**config.mk**
```make
export PLATFORM = sky130hd
export DESIGN_NAME = epl_correlator_flat
export DESIGN_NICKNAME = d
export VERILOG_FILES = /design/src/rtl/epl_correlator_if.sv /design/src/rtl/epl_correlator.sv /design/src/flat_wrapper.sv
export SDC_FILE = /design/constraint.sdc
export NUM_CORES = 1
export LEC_CHECK = 0
export ABC_AREA = 1
export CAP_MARGIN = 20
export CORE_MARGIN = 1
export CORE_UTILIZATION = 41
export DETAILED_ROUTE_END_ITERATION = 8
export HOLD_SLACK_MARGIN = 0.02
export PLACE_DENSITY_LB_ADDON = 0.05
export SLEW_MARGIN = 20
export SYNTH_ARGS = -nofsm -noshare
export SYNTH_HDL_FRONTEND = slang
export SYNTH_SLANG_ARGS = --single-unit
```
**constraint.sdc**
```tcl
create_clock -name clk -period 2.8 [get_ports clk]
set_input_delay 0.56 -clock clk [delete_from_list [all_inputs] [get_ports clk]]
set_output_delay 0.56 -clock clk [all_outputs]
set_load 0.01 [all_outputs]
```
**src/rtl/epl_correlator_if.sv**
```systemverilog
// Sample/code/dump inputs and dumped correlation results of the early/prompt/late correlator.
// The master side is the tracking channel and the slave side is the correlator.
interface epl_correlator_if #(
  parameter int IN_WIDTH  = 3,
  parameter int ACC_WIDTH = 16,
  parameter int CNT_WIDTH = 16
);
  logic                        sample_valid;
  logic signed [IN_WIDTH-1:0]  i_in;
  logic signed [IN_WIDTH-1:0]  q_in;
  logic                        code_early;
  logic                        code_prompt;
  logic                        code_late;
  logic                        dump;

  logic signed [ACC_WIDTH-1:0] i_early;
  logic signed [ACC_WIDTH-1:0] q_early;
  logic signed [ACC_WIDTH-1:0] i_prompt;
  logic signed [ACC_WIDTH-1:0] q_prompt;
  logic signed [ACC_WIDTH-1:0] i_late;
  logic signed [ACC_WIDTH-1:0] q_late;
  logic [CNT_WIDTH-1:0]        sample_count;
  logic                        overflow;
  logic                        acc_valid;

  modport master (
    output sample_valid, i_in, q_in, code_early, code_prompt, code_late, dump,
    input  i_early, q_early, i_prompt, q_prompt, i_late, q_late,
    input  sample_count, overflow, acc_valid
  );

  modport slave (
    input  sample_valid, i_in, q_in, code_early, code_prompt, code_late, dump,
    output i_early, q_early, i_prompt, q_prompt, i_late, q_late,
    output sample_count, overflow, acc_valid
  );
endinterface

```
**src/rtl/epl_correlator.sv**
```systemverilog
// Early/prompt/late correlator: wipes each valid I/Q sample off three code replicas
// and integrates the six products with saturation until the channel asserts dump.
module epl_correlator #(
  parameter int IN_WIDTH  = 3,
  parameter int ACC_WIDTH = 16,
  parameter int CNT_WIDTH = 16
) (
  input logic              clk,
  input logic              reset,
  epl_correlator_if.slave  bus
);
  localparam int LANES = 6;
  localparam logic signed [ACC_WIDTH-1:0] ACC_MAX = {1'b0, {(ACC_WIDTH-1){1'b1}}};
  localparam logic signed [ACC_WIDTH-1:0] ACC_MIN = {1'b1, {(ACC_WIDTH-1){1'b0}}};

  logic [2:0]           code_bits;
  logic [LANES-1:0]     clamp;
  logic                 valid_d;
  logic                 dump_d;
  logic                 ovf_int;
  logic                 overflow_q;
  logic                 acc_valid_q;
  logic [CNT_WIDTH-1:0] cnt;
  logic [CNT_WIDTH-1:0] cnt_next;
  logic [CNT_WIDTH-1:0] count_q;

  assign code_bits = {bus.code_late, bus.code_prompt, bus.code_early};

  // Lanes in order: I/Q early, I/Q prompt, I/Q late.
  for (genvar l = 0; l < LANES; l++) begin : g_lane
    logic signed [IN_WIDTH-1:0]  sample;
    logic                        code;
    logic signed [IN_WIDTH:0]    prod;
    logic signed [ACC_WIDTH:0]   wide;
    logic signed [ACC_WIDTH-1:0] acc;
    logic signed [ACC_WIDTH-1:0] sum;
    logic signed [ACC_WIDTH-1:0] dumped;
    logic                        clamp_l;

    assign sample = (l % 2 == 0) ? bus.i_in : bus.q_in;
    assign code   = code_bits[l/2];

    // One guard bit above the accumulator exposes any two's-complement wrap.
    always_comb begin
      wide = {acc[ACC_WIDTH-1], acc};
      if (valid_d) begin
        wide = wide + {{(ACC_WIDTH-IN_WIDTH){prod[IN_WIDTH]}}, prod};
      end
      clamp_l = (wide[ACC_WIDTH] != wide[ACC_WIDTH-1]);
      sum     = wide[ACC_WIDTH-1:0];
      if (clamp_l) begin
        sum = wide[ACC_WIDTH] ? ACC_MIN : ACC_MAX;
      end
    end

    assign clamp[l] = clamp_l;

    always_ff @(posedge clk) begin
      if (reset) begin
        prod   <= '0;
        acc    <= '0;
        dumped <= '0;
      end else begin
        if (!bus.sample_valid) begin
          prod <= '0;
        end else if (code) begin
          prod <= {sample[IN_WIDTH-1], sample};
        end else begin
          prod <= -{sample[IN_WIDTH-1], sample};
        end
        if (dump_d) begin
          dumped <= sum;
          acc    <= '0;
        end else begin
          acc <= sum;
        end
      end
    end
  end

  assign cnt_next = (valid_d && (cnt != '1)) ? cnt + 1'b1 : cnt;

  // A dump in stage 2 still folds in the stage-1 sample before closing the interval.
  always_ff @(posedge clk) begin
    if (reset) begin
      valid_d     <= 1'b0;
      dump_d      <= 1'b0;
      cnt         <= '0;
      ovf_int     <= 1'b0;
      count_q     <= '0;
      overflow_q  <= 1'b0;
      acc_valid_q <= 1'b0;
    end else begin
      valid_d     <= bus.sample_valid;
      dump_d      <= bus.dump;
      acc_valid_q <= dump_d;
      if (dump_d) begin
        count_q    <= cnt_next;
        overflow_q <= ovf_int | (|clamp);
        cnt        <= '0;
        ovf_int    <= 1'b0;
      end else begin
        cnt     <= cnt_next;
        ovf_int <= ovf_int | (|clamp);
      end
    end
  end

  assign bus.i_early      = g_lane[0].dumped;
  assign bus.q_early      = g_lane[1].dumped;
  assign bus.i_prompt     = g_lane[2].dumped;
  assign bus.q_prompt     = g_lane[3].dumped;
  assign bus.i_late       = g_lane[4].dumped;
  assign bus.q_late       = g_lane[5].dumped;
  assign bus.sample_count = count_q;
  assign bus.overflow     = overflow_q;
  assign bus.acc_valid    = acc_valid_q;
endmodule

```
**src/flat_wrapper.sv**
```systemverilog
// flat-port wrapper written by rule: the top's interface ports become plain ports
module epl_correlator_flat 
#(
  parameter int IN_WIDTH  = 3,
  parameter int ACC_WIDTH = 16,
  parameter int CNT_WIDTH = 16
)
  (clk, reset, bus_sample_valid, bus_i_in, bus_q_in, bus_code_early, bus_code_prompt, bus_code_late, bus_dump, bus_i_early, bus_q_early, bus_i_prompt, bus_q_prompt, bus_i_late, bus_q_late, bus_sample_count, bus_overflow, bus_acc_valid);
  epl_correlator_if #(.IN_WIDTH(IN_WIDTH), .ACC_WIDTH(ACC_WIDTH), .CNT_WIDTH(CNT_WIDTH)) bus_i ();
  input logic clk;
  input logic reset;
  input wire logic [$bits(bus_i.sample_valid)-1:0] bus_sample_valid;
  input wire logic [$bits(bus_i.i_in)-1:0] bus_i_in;
  input wire logic [$bits(bus_i.q_in)-1:0] bus_q_in;
  input wire logic [$bits(bus_i.code_early)-1:0] bus_code_early;
  input wire logic [$bits(bus_i.code_prompt)-1:0] bus_code_prompt;
  input wire logic [$bits(bus_i.code_late)-1:0] bus_code_late;
  input wire logic [$bits(bus_i.dump)-1:0] bus_dump;
  output wire logic [$bits(bus_i.i_early)-1:0] bus_i_early;
  output wire logic [$bits(bus_i.q_early)-1:0] bus_q_early;
  output wire logic [$bits(bus_i.i_prompt)-1:0] bus_i_prompt;
  output wire logic [$bits(bus_i.q_prompt)-1:0] bus_q_prompt;
  output wire logic [$bits(bus_i.i_late)-1:0] bus_i_late;
  output wire logic [$bits(bus_i.q_late)-1:0] bus_q_late;
  output wire logic [$bits(bus_i.sample_count)-1:0] bus_sample_count;
  output wire logic [$bits(bus_i.overflow)-1:0] bus_overflow;
  output wire logic [$bits(bus_i.acc_valid)-1:0] bus_acc_valid;
  assign bus_i.sample_valid = bus_sample_valid;
  assign bus_i.i_in = bus_i_in;
  assign bus_i.q_in = bus_q_in;
  assign bus_i.code_early = bus_code_early;
  assign bus_i.code_prompt = bus_code_prompt;
  assign bus_i.code_late = bus_code_late;
  assign bus_i.dump = bus_dump;
  assign bus_i_early = bus_i.i_early;
  assign bus_q_early = bus_i.q_early;
  assign bus_i_prompt = bus_i.i_prompt;
  assign bus_q_prompt = bus_i.q_prompt;
  assign bus_i_late = bus_i.i_late;
  assign bus_q_late = bus_i.q_late;
  assign bus_sample_count = bus_i.sample_count;
  assign bus_overflow = bus_i.overflow;
  assign bus_acc_valid = bus_i.acc_valid;
  epl_correlator #(.IN_WIDTH(IN_WIDTH), .ACC_WIDTH(ACC_WIDTH), .CNT_WIDTH(CNT_WIDTH)) u_core (.clk(clk), .reset(reset), .bus(bus_i));
endmodule
```
==> results.txt, run 1 <==
* Outcome: completed
- Summing all placed instances gives a cell area of 16610 µm².
* Avg Inst Size Synth: 6.639 µm²
* Vias in the first global route: 13490
- For hold timing, the worst endpoint is u_core.bus.q_early[12]$_SDFFE_PP0P_.
- For this design the total switching power over the nets is 0.002295 W.
- Subtracting the final worst setup slack from the clock period gives 2.595 ns.
* Path depth of the worst reg2reg path: 17
- CTS tree: yes
- The share of the Yosys chip area taken by registers is 33.98%.
- Proportion of total power due to net switching: 26.69%
- For the final database, setup skew stands at 0.01851 ns.
* Comb pwr share: 11.9%
* Register-to-register path setup slack: 0.21 ns
- Once routing completed, OpenROAD measured the worst setup slack at 0.2053 ns.
* Register bit count reported by yosys: 249
- Hold Violations, Final: 0
* Root buffer cell: sky130_fd_sc_hd__clkbuf_16
- Yosys mapped the design onto 49 distinct sky130hd cell types.
- H-tree levels: 1
* Horizontal die dimension: 191.2 µm
- Clock-pin slew was measured on the worst setup and hold paths at 0.06 ns.
* Clock latency at the later pin of the worst-skew pair: 0.57 ns
- Max-cap violations in this run came to 0.
* Wire length of the first global-routing pass: 65.84 mm
* Hold Path Depth: 2
- In the routed design, unresolved DRC markers number 0.
- The floorplan step defined a die boundary enclosing 36540 µm².
- Global routing used 21.97% of the available tracks across all layers.
* Total core area: 34880 µm²
- For the worst setup path, the data arrival time is 3.05 ns.
- Setup repair after global routing could not meet its margin everywhere.
- In the final routed layout, each cell accounts on average for 13.87 µm.
* Actual transition at the worst max-transition pin: 0.6345 ns
- After routing, the total negative slack on setup checks comes to 0 ns.
- Wires add up to 39.17 mm.
- DR vias/cell: 4.891
- Die Ht: 191.2 µm
- The Yosys step of the flow raised 0 warnings.
* Endpoints failing setup: 0
- Share of post-route cells with drive strength above 1: 8.312%
- Fill cells in the final layout number 3584.
- Antenna Cells: 0
* Required time at the worst-slack endpoint: 3.26 ns
- Number of enable flip-flop cells after synthesis: 0
* Port Buffer Count: 126
* Origin of the critical flop-to-flop path: u_core.g_lane[3].prod[0]$_SDFF_PP0_
- The net count of the finished layout is 2465.
- In this run the static leakage power is 8.532 nW.
- Once detail routing completed, the nets flagged for antenna violations numbered 0.
* Post-Place Setup Slack: -0.04308 ns
- Period utilisation layout: 92.67%
- Number of nets in the synthesized netlist: 2328
- Entering global routing, the biggest net connects 77 pins.
- The endpoint identified for the worst register-to-register timing path is u_core.ovf_int$_SDFF_PP0_.
* Total global routing overflow: 0
- The path class of the tightest hold or removal check is flip-flop to flip-flop.
- Starting density of the core: 42.06%
- The finished cells cover 17640 µm².
- Row generation in the floorplan step produced 68 rows.
* Share of the core filled with cells in the final layout: 50.57%
- Ports placed on the boundary: 127
- Total power divided by cell area: 487.3 nW/µm²
* Detailed-route via count: 13820
- Max transition margin: 57.64%
- Timing would allow up to 385.4 MHz.
- Buffers inserted during clock tree synthesis total 29.
- Launching element type of the critical path: flip-flop
- Commonest register cell after synthesis: sky130_fd_sc_hd__dfxtp_1
- The worst setup path is captured at a flip-flop.
* Critical path class: flip-flop to flip-flop
- After technology mapping, the gate count stands at 2210.
* DRC violation total after the first TritonRoute iteration: 618
- Compared with the post-synthesis result, the final layout area differs by 20.25%.
- Per report_power, the clock group accounts for 44.7% of the total.
- Sequential group share of total power: 43.4%
- Routability Congestion: 0.9099
* Initial DRT Pass Iterations: 5
- In this run the cell area of the synthesized design comes to 14670 µm².
- Clock Sinks: 249
* Share of flip-flops with an asynchronous set or reset after synthesis: 0%
- Internal power comes to 0.006303 W.
- VDD IR max: 0.5303 mV
* Critical path fanouts, max: 3
- The worst hold path begins at u_core.bus.q_early[12]$_SDFFE_PP0P_.
* Total chip power: 0.008598 W
- Final Max Slew Viols: 0
- The longest clock path from root to sink contains 3 buffers.
- The initial antenna violation count is 0.
* Hpwl dp: 28.48 mm
[worst max-delay path, stage by stage (launching register included)]
cell and delay, ns:
sky130_fd_sc_hd__dfxtp_4 0.38, sky130_fd_sc_hd__ha_1 0.20, sky130_fd_sc_hd__inv_1 0.07, sky130_fd_sc_hd__fa_1 0.40, sky130_fd_sc_hd__nand3b_1 0.17, sky130_fd_sc_hd__nand2_1 0.13, sky130_fd_sc_hd__nand2_1 0.07, sky130_fd_sc_hd__nand2_1 0.08
sky130_fd_sc_hd__nand2_1 0.06, sky130_fd_sc_hd__nand3_1 0.09, sky130_fd_sc_hd__nand2_1 0.07, sky130_fd_sc_hd__inv_1 0.09, sky130_fd_sc_hd__nor2_4 0.04, sky130_fd_sc_hd__nor2_2 0.17, sky130_fd_sc_hd__nand2_2 0.10, sky130_fd_sc_hd__nor2_2 0.11
sky130_fd_sc_hd__nand3_1 0.09, sky130_fd_sc_hd__and2_1 0.15
[metal layers]
layer	global-route usage [%]	vias up	routed length (µm)	share of wire (%)
met4	4.792	0	843	2.2
li1	-	7373	-	-
met3	2.754	45	1217	3.1
met5	0	-	0	0
met1	29.06	6208	19190	49
met2	37.90	190	17920	46
[cell families after synthesis]
| group | count (synthesis) | share of synthesized area [%] |
|---|---|---|
| AND/OR/NAND/NOR | 1123 | 31.90 |
| flip-flops | 249 | 33.98 |
| buffers and inverters | 318 | 8.682 |
| AO/OA/AOI/OAI | 379 | 13.98 |
| XOR/XNOR | 30 | 1.791 |
| multiplexers | 6 | 0.4094 |
| adder cells (fa/ha/maj) | 105 | 9.262 |
[placed cells by master, fill, tap and decap left out, types with 10 or more instances in the layout]
cell / n
sky130_fd_sc_hd__nand2_1: 722
sky130_fd_sc_hd__dfxtp_1: 246
sky130_fd_sc_hd__inv_1: 231
sky130_fd_sc_hd__nor2_1: 191
sky130_fd_sc_hd__a21oi_1: 154
sky130_fd_sc_hd__clkdlybuf4s50_1: 126
sky130_fd_sc_hd__o21ai_0: 116
sky130_fd_sc_hd__nand3_1: 106
sky130_fd_sc_hd__ha_1: 99
sky130_fd_sc_hd__o21ai_1: 50
sky130_fd_sc_hd__buf_4: 40
sky130_fd_sc_hd__clkbuf_16: 29
sky130_fd_sc_hd__or2_2: 20
sky130_fd_sc_hd__xor2_1: 18
sky130_fd_sc_hd__nand2_2: 16
sky130_fd_sc_hd__inv_2: 14
sky130_fd_sc_hd__o21bai_1: 14
sky130_fd_sc_hd__nor3_1: 14
sky130_fd_sc_hd__clkinv_2: 12
sky130_fd_sc_hd__xnor2_1: 12
sky130_fd_sc_hd__o21ai_2: 12
sky130_fd_sc_hd__a31oi_1: 10
sky130_fd_sc_hd__and2_1: 10
[worst max path at each step]
| stage | start | endpoint | cells after the start |
|---|---|---|---|
| 4_1_cts | u_core.g_lane[3].prod[0]$_SDFF_PP0_ | u_core.ovf_int$_SDFF_PP0_ | 17 |
| 6_report | u_core.g_lane[3].prod[0]$_SDFF_PP0_ | u_core.ovf_int$_SDFF_PP0_ | 17 |
| 3_3_place_gp | u_core.g_lane[3].prod[0]$_SDFF_PP0_ | u_core.ovf_int$_SDFF_PP0_ | 17 |
| 5_1_grt | u_core.g_lane[3].prod[0]$_SDFF_PP0_ | u_core.ovf_int$_SDFF_PP0_ | 17 |
| 2_1_floorplan | u_core.g_lane[3].prod[0]$_SDFF_PP0_ | u_core.bus.q_late[11]$_SDFFE_PP0P_ | 16 |
| 3_5_place_dp | u_core.g_lane[3].prod[0]$_SDFF_PP0_ | u_core.ovf_int$_SDFF_PP0_ | 17 |
[cells in the mapped netlist (all sizes together) (18+ instances only)]
master	n	area (µm²)
nand2	739	2814
inv	250	945.9
dfxtp	249	4985
nor2	201	800.8
o21ai	178	935.9
a21oi	158	794.5
nand3	113	608.1
ha	99	1239
clkbuf	42	157.7
buf	26	170.2
or2	23	143.9
nor3	18	110.1
xor2	18	157.7
[through the flow]
step                hold slack [ns]  cells
floorplan                    0.4738   2210
global placement             0.4363   2768
detailed placement           0.4419   2768
CTS                          0.4540   2822
global route                 0.4756   2825
finish                       0.4508   2825
[repair_timing]
action                                  CTS  global route
pin swaps                                 0             3
setup buffers                             0             3
hold buffers                              0             0
hold endpoints to repair                  0             0
resized for setup                         1            15
endpoints found under the setup margin    2            74
[power by group through the flow]
stage,Clock (W),Sequential (W),Combinational (W)
3_3_place_gp,0,0.00381,0.00102
4_1_cts,0.00394,0.00373,0.00103
5_1_grt,0.00409,0.00374,0.00117
3_5_place_dp,0,0.00381,0.00103
2_1_floorplan,0,0.00381,0.000676
6_report,0.00384,0.00373,0.00102
[area by class of cell]
type	count	area (µm²)	share of cell area [%]
Multi-Input combinational cell	1643	8453	47.91
Sequential cell	249	4994	28.31
Timing Repair Buffer	174	1713	9.709
Inverter	250	948.4	5.376
Clock buffer	36	782.0	4.433
Tap cell	455	569.3	3.227
Clock inverter	18	182.7	1.035
[state kept, by name, summed over array words and instances (netlist names)]
register and count:
u_core.bus.acc_valid 1, u_core.g_lane.prod 20, u_core.bus.i_prompt 16, u_core.dump_d 1
u_core.ovf_int 1, u_core.valid_d 1, u_core.bus.i_early 16, u_core.cnt 16
u_core.bus.q_prompt 16, u_core.bus.overflow 1, u_core.g_lane.acc 96, u_core.bus.i_late 16
u_core.bus.q_late 16, u_core.bus.sample_count 16, u_core.bus.q_early 16
Power figures use the tool's default switching activity.
==> run 2, diff against run 1 <==
--- a/config.mk
+++ b/config.mk
@@ -12,6 +12,7 @@
 export DETAILED_ROUTE_END_ITERATION = 8
 export HOLD_SLACK_MARGIN = 0.02
 export PLACE_DENSITY_LB_ADDON = 0.05
+export SETUP_SLACK_MARGIN = 0.02
 export SLEW_MARGIN = 20
 export SYNTH_ARGS = -nofsm -noshare
 export SYNTH_HDL_FRONTEND = slang
==> results.txt, run 2 (same netlist as run 1, synthesis figures left out) <==
- Outcome: completed
- The final weighted congestion in routability-driven placement was 0.9099 (unchanged).
- Final Instance Area: 17700 µm² (+0.33%)
- Antenna Cells: 0 (unchanged)
* Share of the core filled with cells in the final layout: 50.74% (+0.16 points)
- Die Ht: 191.2 µm (unchanged)
- The power consumption came to 0.008607 W (+0.11%).
- Ports placed on the boundary: 127 (unchanged)
* Period utilisation layout: 91.24% (-1.4 points)
* TritonCTS Buffers: 29 (unchanged)
- The critical path required time is 3.25 ns (about the same).
* Top register by number of flip-flops: u_core.g_lane.acc
- The power per unit of standard cell area is 486.3 nW/µm² (-0.22%).
- Horizontal die dimension: 191.2 µm (unchanged)
* Die area: 36540 µm² (unchanged)
- The routed via count divided by cell count is 4.898 (+0.16%).
- Top library cells by usage in the layout, fill and taps aside: sky130_fd_sc_hd__nand2_1, sky130_fd_sc_hd__dfxtp_1, sky130_fd_sc_hd__inv_1
- Achievable clock frequency: 391.4 MHz (+1.6%)
* Internal power component: 0.006306 W (about the same)
- The time the final worst path needs with I/O delays and setup was 2.555 ns (-0.03994 ns).
- The first-pass iteration count of the detailed router came to 4 (-1).
- The relative contribution of the clock network to total power came to 44.6% (about the same).
- The total number of clock tree sinks was 249 (unchanged).
- Number of flip-flops in the largest register: 96 (unchanged)
- Compared with the post-synthesis result, the final layout area differs by 20.64%.
- Worst min-delay path class: flip-flop to flip-flop
- The count of nets left with antenna violations after detail routing was 0 (unchanged).
* Clk slew on worst S/H paths: 0.06 ns (about the same)
* Sort of element at the end of the critical path: flip-flop
- Critical path fanouts, max: 3 (unchanged)
* Number of violations of the max-capacitance limit: 0 (unchanged)
* Launching element type of the critical path: flip-flop
* Number of placed cells counting well taps: 2768 (unchanged)
* Critical path class: flip-flop to flip-flop
* Total wire length after detailed routing: 39.26 mm (+0.22%)
- The area of placed instances is 16610 µm² (unchanged).
* Vias in the first global route: 13490 (+0.0074%)
* Aggregate negative setup slack: 0 ns (unchanged)
- The H-tree depth came to 1 (unchanged).
* Switching power summed over all nets: 0.002301 W (+0.26%)
* Number of antenna violations at the first check in global routing: 0 (unchanged)
- The maximum clock path buffer count came to 3 (unchanged).
* DRC violation total after the first TritonRoute iteration: 620 (+0.32%)
- Arrival time reported for the critical path endpoint: 3.01 ns (-0.04 ns)
- The routed length per instance came to 13.90 µm (+0.22%).
* Endpoints failing setup: 0 (unchanged)
- The post-route clock skew was 0.02060 ns (+0.002087 ns).
* Core Rows: 68 (unchanged)
- Overall routing resource usage: 21.97% (unchanged)
- The global-route wire length before repair came to 65.84 mm (unchanged).
* Commonest non-fill, non-tap cell in the layout: sky130_fd_sc_hd__nand2_1
* Proportion of total power due to net switching: 26.73% (+0.039 points)
- The headroom to the max-slew limit is 55.82% (-1.8 points).
- Comb pwr share: 12.0% (about the same)
- The detailed-route DRC error count was 0 (unchanged).
- Sequential group share of total power: 43.4% (about the same)
- The largest registers in the layout are u_core.g_lane.acc x96, u_core.g_lane.prod x20.
* Register-to-register path setup slack: 0.25 ns (+0.04 ns)
- Total global routing overflow: 0 (unchanged)
- The worst-case vdd ir drop was 0.5305 mV (about the same).
- The latest clock arrival within the worst-skew pair is 0.58 ns (about the same).
- The final number of hold-violating endpoints was 0 (unchanged).
- The number of input and output port buffers inserted is 126 (unchanged).
- The maximum number of pins on one net before global-route repair came to 77 (unchanged).
- Starting density of the core: 42.06% (unchanged)
- The final cell count without fillers was 2825 (unchanged).
- The cell leakage power came to 8.529 nW (about the same).
- Cts-stage hold buffer count: 0 (unchanged)
* Root buffer cell: sky130_fd_sc_hd__clkbuf_16
- The number of nets in the layout is 2465 (unchanged).
- Setup repair after global routing could not meet its margin everywhere.
* Final Max Slew Viols: 0 (unchanged)
* CTS tree: yes
- Hpwl dp: 28.48 mm (unchanged)
* Actual transition at the worst max-transition pin: 0.6617 ns (+0.02727 ns)
- Detailed-route via count: 13840 (+0.16%)
* Total core area: 34880 µm² (unchanged)
- Share of post-route cells with drive strength above 1: 8.987% (+0.68 points)
run 2: worst max-delay path, cell delays in order, from the launching register on:
cell	delay, ns
sky130_fd_sc_hd__dfxtp_4	0.38
sky130_fd_sc_hd__ha_2	0.20
sky130_fd_sc_hd__inv_1	0.05
sky130_fd_sc_hd__fa_1	0.40
sky130_fd_sc_hd__nand3b_1	0.19
sky130_fd_sc_hd__nand2_2	0.11
sky130_fd_sc_hd__nand2_1	0.05
sky130_fd_sc_hd__nand2_1	0.07
sky130_fd_sc_hd__nand2_1	0.06
sky130_fd_sc_hd__nand3_1	0.09
sky130_fd_sc_hd__nand2_1	0.07
sky130_fd_sc_hd__inv_1	0.09
sky130_fd_sc_hd__nor2_4	0.04
sky130_fd_sc_hd__nor2_2	0.17
sky130_fd_sc_hd__nand2_2	0.10
sky130_fd_sc_hd__nor2_2	0.11
sky130_fd_sc_hd__nand3_1	0.09
sky130_fd_sc_hd__and2_1	0.15
run 2: routing by layer:
metal | GRT usage [%] | wire, µm
met1 | 29.06 | 19280
met2 | 37.90 | 18040
met3 | 2.754 | 1148
met4 | 4.792 | 790
met5 | 0 | 0
run 2: worst paths after layout:
| check | cells after the start | startpoint | end |
|---|---|---|---|
| setup reg to reg | 17 | u_core.g_lane[3].prod[0]$_SDFF_PP0_ | u_core.ovf_int$_SDFF_PP0_ |
| hold reg to reg | 2 | u_core.bus.q_early[12]$_SDFFE_PP0P_ | u_core.bus.q_early[12]$_SDFFE_PP0P_ |
| setup / recovery | 17 | u_core.g_lane[3].prod[0]$_SDFF_PP0_ | u_core.ovf_int$_SDFF_PP0_ |
| hold / removal | 2 | u_core.bus.q_early[12]$_SDFFE_PP0P_ | u_core.bus.q_early[12]$_SDFFE_PP0P_ |
run 2: final cells by class:
cell class / count / area [µm²]
clock buffer: 36 / 782.0
clock inverter: 18 / 182.7
fill: 3580 / 17180
inverter: 250 / 948.4
multi-input combinational: 1643 / 8503
sequential: 249 / 4994
tap: 455 / 569.3
timing repair buffer: 174 / 1720
run 2: timing repair:
action | CTS | global route
resized for setup | 2 | 32
buffers inserted | 0 | 3
setup endpoints to repair | 2 | 98
pin swaps | 0 | 4
run 2: power groups by stage:
stage          clock (W)  combinational [W]  sequential, W
2_1_floorplan          0           0.000676        0.00381
3_3_place_gp           0            0.00102        0.00381
3_5_place_dp           0            0.00103        0.00381
6_report         0.00384            0.00103        0.00373
5_1_grt          0.00409            0.00118        0.00374
4_1_cts          0.00394            0.00103        0.00373
run 2: metrics by stage:
stage / setup WS, ns / hold slack (ns)
floorplan: 0.5412 / 0.4738
finish: 0.2453 / 0.4510
global route: -0.0009739 / 0.4756
global placement: 0.02866 / 0.4363
CTS: 0.05392 / 0.4540
detailed placement: -0.04308 / 0.4419
==> run 3, diff against run 2 <==
==> constraint.sdc (replaced) <==
create_clock -name clk -period 2.1 [get_ports clk]
set_input_delay 0.42 -clock clk [delete_from_list [all_inputs] [get_ports clk]]
set_output_delay 0.42 -clock clk [all_outputs]
set_load 0.01 [all_outputs]
==> results.txt, run 3 (same netlist as run 1, synthesis figures left out) <==
* Max transition margin: 69.12% (+13 points)
* DRC: 0 (unchanged)
* Placed instance area: 18370 µm² (+11%)
- The cell leakage power was 10.05 nW (+18%).
* Clock latency at the later pin of the worst-skew pair: 0.56 ns (-0.02 ns)
- Period utilisation layout: 115.0% (+24 points)
* Die Ht: 191.2 µm (unchanged)
- The arrival time at the worst endpoint is 2.85 ns (-0.16 ns).
* Setup repair after global routing missed its margin: yes
- Clock buffer depth: 3 (unchanged)
* Launching element type of the critical path: flip-flop
- The final number of hold-violating endpoints was 0 (unchanged).
- In the layout the commonest cells are sky130_fd_sc_hd__nand2_1, sky130_fd_sc_hd__dfxtp_1, sky130_fd_sc_hd__buf_4.
- Violations in the final reports: setup timing
* Clock Sinks: 249 (unchanged)
- Least setup slack across all paths after layout: -0.3146 ns (-0.5598 ns)
* Maximum number of pins on one net before global-route repair: 62 (-19%)
* TritonCTS Buffers: 29 (unchanged)
- The worst-case vdd ir drop came to 0.6096 mV (+15%).
- Sort of element at the end of the critical path: flip-flop
- Number of antenna violations at the first check in global routing: 2 (+2)
- The time the final worst path needs with I/O delays and setup is 2.415 ns (-0.1402 ns).
- Worst min-delay path class: input port to flip-flop
- The largest registers in the layout are u_core.g_lane.acc x96, u_core.g_lane.prod x20.
* Root buffer cell: sky130_fd_sc_hd__clkbuf_16
- The final max-slew violation count was 0 (unchanged).
- Aggregate negative setup slack: -30.13 ns (-30.13 ns)
* Overall routing resource usage: 24.14% (+2.2 points)
* DRC violation total after the first TritonRoute iteration: 553 (-11%)
- Cts-stage hold buffer count: 0 (unchanged)
* Total core area: 34880 µm² (unchanged)
* Horizontal die dimension: 191.2 µm (unchanged)
- Endpoints failing setup: 184 (+184)
- Net count, final: 2709 (+9.9%)
* Detail-routed net length per standard cell: 14.79 µm (+6.4%)
- The run finished, with violations left.
- Post-route antenna net violation count: 0 (unchanged)
- Total global routing overflow: 0 (unchanged)
- The number of global-route vias before repair is 14550 (+7.9%).
- The number of flip-flops in the largest register came to 96 (unchanged).
* Total power divided by cell area: 541.4 nW/µm² (+11%)
* Critical path class: flip-flop to flip-flop
- The first-pass iteration count of the detailed router is 5 (+1).
- TritonCTS built the clock tree.
- The number of input and output port buffers inserted was 126 (unchanged).
- Routability Congestion: 0.8742 (-3.9%)
- The final non-filler cell area came to 22350 µm² (+26%).
* DR vias/cell: 4.911 (+0.26%)
- Top register by number of flip-flops: u_core.g_lane.acc
* Required time at the worst-slack endpoint: 2.53 ns (-0.72 ns)
- Hpwl dp: 30.50 mm (+7.1%)
* Starting density of the core: 42.06% (unchanged)
* Ports placed on the boundary: 127 (unchanged)
* Number of violations of the max-capacitance limit: 0 (unchanged)
- The routed via count was 15060 (+8.8%).
* Die area: 36540 µm² (unchanged)
- Core Rows: 68 (unchanged)
* Total wire length after detailed routing: 45.33 mm (+15%)
* Achievable clock frequency: 414.2 MHz (+5.8%)
- Commonest non-fill, non-tap cell in the layout: sky130_fd_sc_hd__nand2_1
* Synthesis-to-finish area growth: 52.31%
* Clk slew on worst S/H paths: 0.06 ns (about the same)
- The maximum fanout encountered on the critical timing path came to 7 (+4).
- The fraction of final layout cells with drive strength greater than 1 was 32.38% (+23 points).
* Wire length of the first global-routing pass: 71.97 mm (+9.3%)
- Setup clock skew after layout: 0.01333 ns (-0.007269 ns)
- The H-tree depth is 1 (unchanged).
* Actual transition at the worst max-transition pin: 0.4632 ns (-0.1986 ns)
==> run 3: changes by cell type in the layout (fill, tap and decap cells not counted), moves of 26 or more <==
cell                      delta
sky130_fd_sc_hd__a21oi_2    +35
sky130_fd_sc_hd__nand2_4    +32
sky130_fd_sc_hd__inv_2      +42
sky130_fd_sc_hd__buf_6      +26
sky130_fd_sc_hd__ha_4       +75
sky130_fd_sc_hd__nand2_2    +82
sky130_fd_sc_hd__a21oi_1    -61
sky130_fd_sc_hd__o21ai_0    -46
sky130_fd_sc_hd__nand2_1   -115
sky130_fd_sc_hd__buf_4     +191
sky130_fd_sc_hd__ha_1       -71
sky130_fd_sc_hd__inv_1      -50
sky130_fd_sc_hd__a21oi_4    +26
sky130_fd_sc_hd__o21ai_1    +27
==> run 3: layout make-up <==
type	instances	area (µm²)
repair inverters	2	31.28
clock buffers	41	822.0
multi-input cells	1643	10860
repair buffers	416	3950
clock inverters	9	100.1
inverters	250	997.2
fillers	3116	12540
well taps	455	569.3
diodes	1	2.502
flip-flops and latches	249	5019
==> run 3: path summary, 6_finish.rpt <==
path / start / to / slack, ns / depth (start not counted)
worst min register to register: u_core.bus.i_late[3]$_SDFFE_PP0P_ / u_core.bus.i_late[3]$_SDFFE_PP0P_ / 0.44 / 2
worst min-delay path: bus_dump / u_core.dump_d$_SDFF_PP0_ / 0.41 / 3
worst max-delay path: u_core.g_lane[2].prod[3]$_SDFF_PP0_ / u_core.g_lane[2].acc[1]$_SDFF_PP0_ / -0.31 / 15
worst max register to register: u_core.g_lane[2].prod[3]$_SDFF_PP0_ / u_core.g_lane[2].acc[1]$_SDFF_PP0_ / -0.31 / 15
==> run 3: worst max-delay path: stages, from the launching register on <==
cell and delay [ns]:
sky130_fd_sc_hd__dfxtp_4 0.37, sky130_fd_sc_hd__clkbuf_16 0.18, sky130_fd_sc_hd__ha_4 0.27, sky130_fd_sc_hd__a21o_1 0.20, sky130_fd_sc_hd__nand3_1 0.08, sky130_fd_sc_hd__nand2_1 0.06
sky130_fd_sc_hd__nor2_2 0.13, sky130_fd_sc_hd__nand2_1 0.08, sky130_fd_sc_hd__nand2_2 0.08, sky130_fd_sc_hd__nand3_4 0.09, sky130_fd_sc_hd__nor2b_4 0.28, sky130_fd_sc_hd__clkinv_4 0.21
sky130_fd_sc_hd__nand2_4 0.09, sky130_fd_sc_hd__nand2_2 0.05, sky130_fd_sc_hd__inv_2 0.08, sky130_fd_sc_hd__nor2_1 0.04
==> run 3: timing repair <==
| item | CTS | global route |
|---|---|---|
| gates cloned | 3 | 2 |
| gates resized for setup | 220 | 382 |
| pin swaps | 37 | 118 |
| endpoints found under the setup margin | 188 | 198 |
| setup buffers | 21 | 30 |
==> run 3: per-layer routing <==
metal | share of wire [%] | GRT usage [%]
met1 | 46 | 30.99
met2 | 49 | 42.73
met3 | 3.0 | 3.249
met4 | 1.9 | 5.067
met5 | 0.029 | 0
==> run 3: stage by stage <==
step | utilization (%) | instances | hold slack [ns] | worst slack (ns) | total power [W]
detailed placement | 52.65 | 2965 | 0.4414 | -0.4336 | 0.006697
finish | 64.06 | 3066 | 0.4099 | -0.3146 | 0.01210
floorplan | - | 2210 | 0.4738 | -0.002469 | 0.006003
global route | 64.05 | 3065 | 0.3934 | -0.4317 | 0.01262
CTS | 58.87 | 3037 | 0.3792 | -0.2365 | 0.01191
global placement | 52.65 | 2965 | 0.4360 | -0.4305 | 0.006681
==> run 3: report_power, final <==
part           internal, W  switching, W
combinational     0.000975       0.00113
sequential         0.00487      0.000138
clock              0.00294       0.00204
==> variant, RTL diff (flow settings as in run 3) <==
Reset style: asynchronous (`reset`), changed in 2 clocked blocks.
--- a/src/rtl/epl_correlator.sv
+++ b/src/rtl/epl_correlator.sv
@@ -55,7 +55,7 @@
 
     assign clamp[l] = clamp_l;
 
-    always_ff @(posedge clk) begin
+    always_ff @(posedge clk or posedge reset) begin
       if (reset) begin
         prod   <= '0;
         acc    <= '0;
@@ -81,7 +81,7 @@
   assign cnt_next = (valid_d && (cnt != '1)) ? cnt + 1'b1 : cnt;
 
   // A dump in stage 2 still folds in the stage-1 sample before closing the interval.
-  always_ff @(posedge clk) begin
+  always_ff @(posedge clk or posedge reset) begin
     if (reset) begin
       valid_d     <= 1'b0;
       dump_d      <= 1'b0;
Behaviour: differs if reset is asserted again (counterexample within 4 cycles, from zero or initial values and one cycle with reset high); with reset held inactive, the same outputs for 4 cycles.
==> variant against run 3 <==
The run still ends with setup timing left. Sequential cell count is the same. Routed wire length grew 15%. Setup slack got worse by 63 ps. Final area rose by 13%. First-iteration DRC count rose by 62%. Synthesized cell count grew 3.5%. Synthesized area rose by 13%. Cell count rose by 7.2%. Highest routed layer is now met4.
Power is not compared: it rests on default switching activity, and its combinational part moved more than twofold at a synthesized area within 25%.
==> variant: results (changes against run 3) <==
* Status: finished, violations left
* Failing checks: setup timing
* Worst Tran Pin Value at 605 ps (+142 ps)
* Post-synth ARST share at 1.00 (+1.00)
* Area growth from synthesis to layout at 51.8%
* Commonest cells in the netlist: nand2_1 (897), dfrtp_1 (249), inv_1 (204)
* Setup_tns at -46880 ps (-16740 ps)
* Seq/Total Area, Yosys at 0.376 (+0.0365)
* Largest cells by area after synthesis: dfrtp_1 (38%), nand2_1 (20%), ha_1 (7.5%), a21oi_1 (4.7%), inv_1 (4.6%)
* Worst clock skew at 15.9 ps (+2.55 ps)
* Nets at 2856 (+5.4%)
* WHS at 280 ps (-130 ps)
* Xor/xnor cell area share of the yosys netlist at 0.0201 (+0.00219)
* Synthesized Nets at 2406 (+3.4%)
* Mux contribution to synthesized area at 0.000604 (-0.00349)
* Post-synthesis compound-gate area fraction at 0.113 (-0.0268)
* Critical R2R Launch: u_core.g_lane[5].prod[3]$_DFF_PP0_
* Cells after synthesis at 2288 (+3.5%)
* CP Data Arrival Time at 2940 ps (+90 ps)
* # setup viols final at 191 (+3.8%)
* Max stage delay on crit path at 400 ps (+30 ps)
* Routed len/inst at 15.8 um (+6.8%)
* PnR worst setup slack at -378 ps (-63.4 ps)
* Min-Delay Path Class: input pin to async pin
* Later-pin clock latency in the skew report at 580 ps (+20 ps)
* Dpl cell area at 20400 um2 (+11%)
* Post-detail-place hpwl at 32800 um (+7.4%)
* FF-to-FF path depth at 16 (+1)
* Vias per cell at 4.99 (+1.7%)
* DRT Pass-1 Iters at 7 (+2)
* Delay-heaviest family, CP: simple AND/OR/NAND/NOR gates
* Layout cells sized above 1 at 0.354 (+0.0300)
* Largest net degree at the start of global routing at 124 (+100%)
* Fillers at 3484 (+12%)
* CTS Root Buffer Type: clkbuf_16
* Slowest stage cell, crit path: dfrtp_1
* Leak at 0.0126 uW
* Overall global routing resource usage at 0.238 (-0.00367)
* Vias in the first global route at 15800 (+8.3%)
* Global-route wire length before repair at 80500 um (+12%)
* Gp weighted congestion at 0.898 (+2.8%)
* DRT iter0 DRCs at 895 (+62%)
* Placed cell count at 3140 (+5.9%)
* Top FF cell, synth: dfrtp_1
* Post-synthesis adder-cell area fraction at 0.0820 (-0.0106)
* Final wirelength at 51900 um (+15%)
* Worst R2R End: u_core.bus.q_late[0]$_DFFE_PP0P_
* Initial antenna violation count at 1 (-1)
* Post-synthesis cell type count at 45 (-8.2%)
## variant: cell types whose count changed in the layout (fill, tap and decap cells not counted), sizes merged, moves of 23 or more
cell           run 3  this run
nand3            113       153
o21ai            178        66
o211ai             7        42
dfrtp              0       249
buf              288       359
nor2             201       128
dfxtp            249         0
a21oi            158       181
inv              248       218
nand2            739       932
## variant: final cells by class
cell class	count	area, um2	area share
multi-input combinational	1742	11400	0.455
sequential	249	6240	0.248
timing repair buffer	496	4890	0.194
clock buffer	42	907	0.0361
inverter	219	863	0.0343
tap	525	657	0.0261
clock inverter	14	156	0.00622
antenna	1	2.50	0.0000995
## variant: timing repair
item / CTS / global route
resized for setup: 175 / 405
pin swaps: 57 / 226
setup endpoints to repair: 192 / 196
cloned: 12 / 11
setup buffers: 20 / 52
## variant: per-layer routing
metal	GRT usage	vias up	wire length (um)
met5	0	-	0
met4	0.0577	0	1050
met3	0.0300	80	2130
met2	0.387	355	24400
met1	0.334	7717	24300
li1	-	8266	-
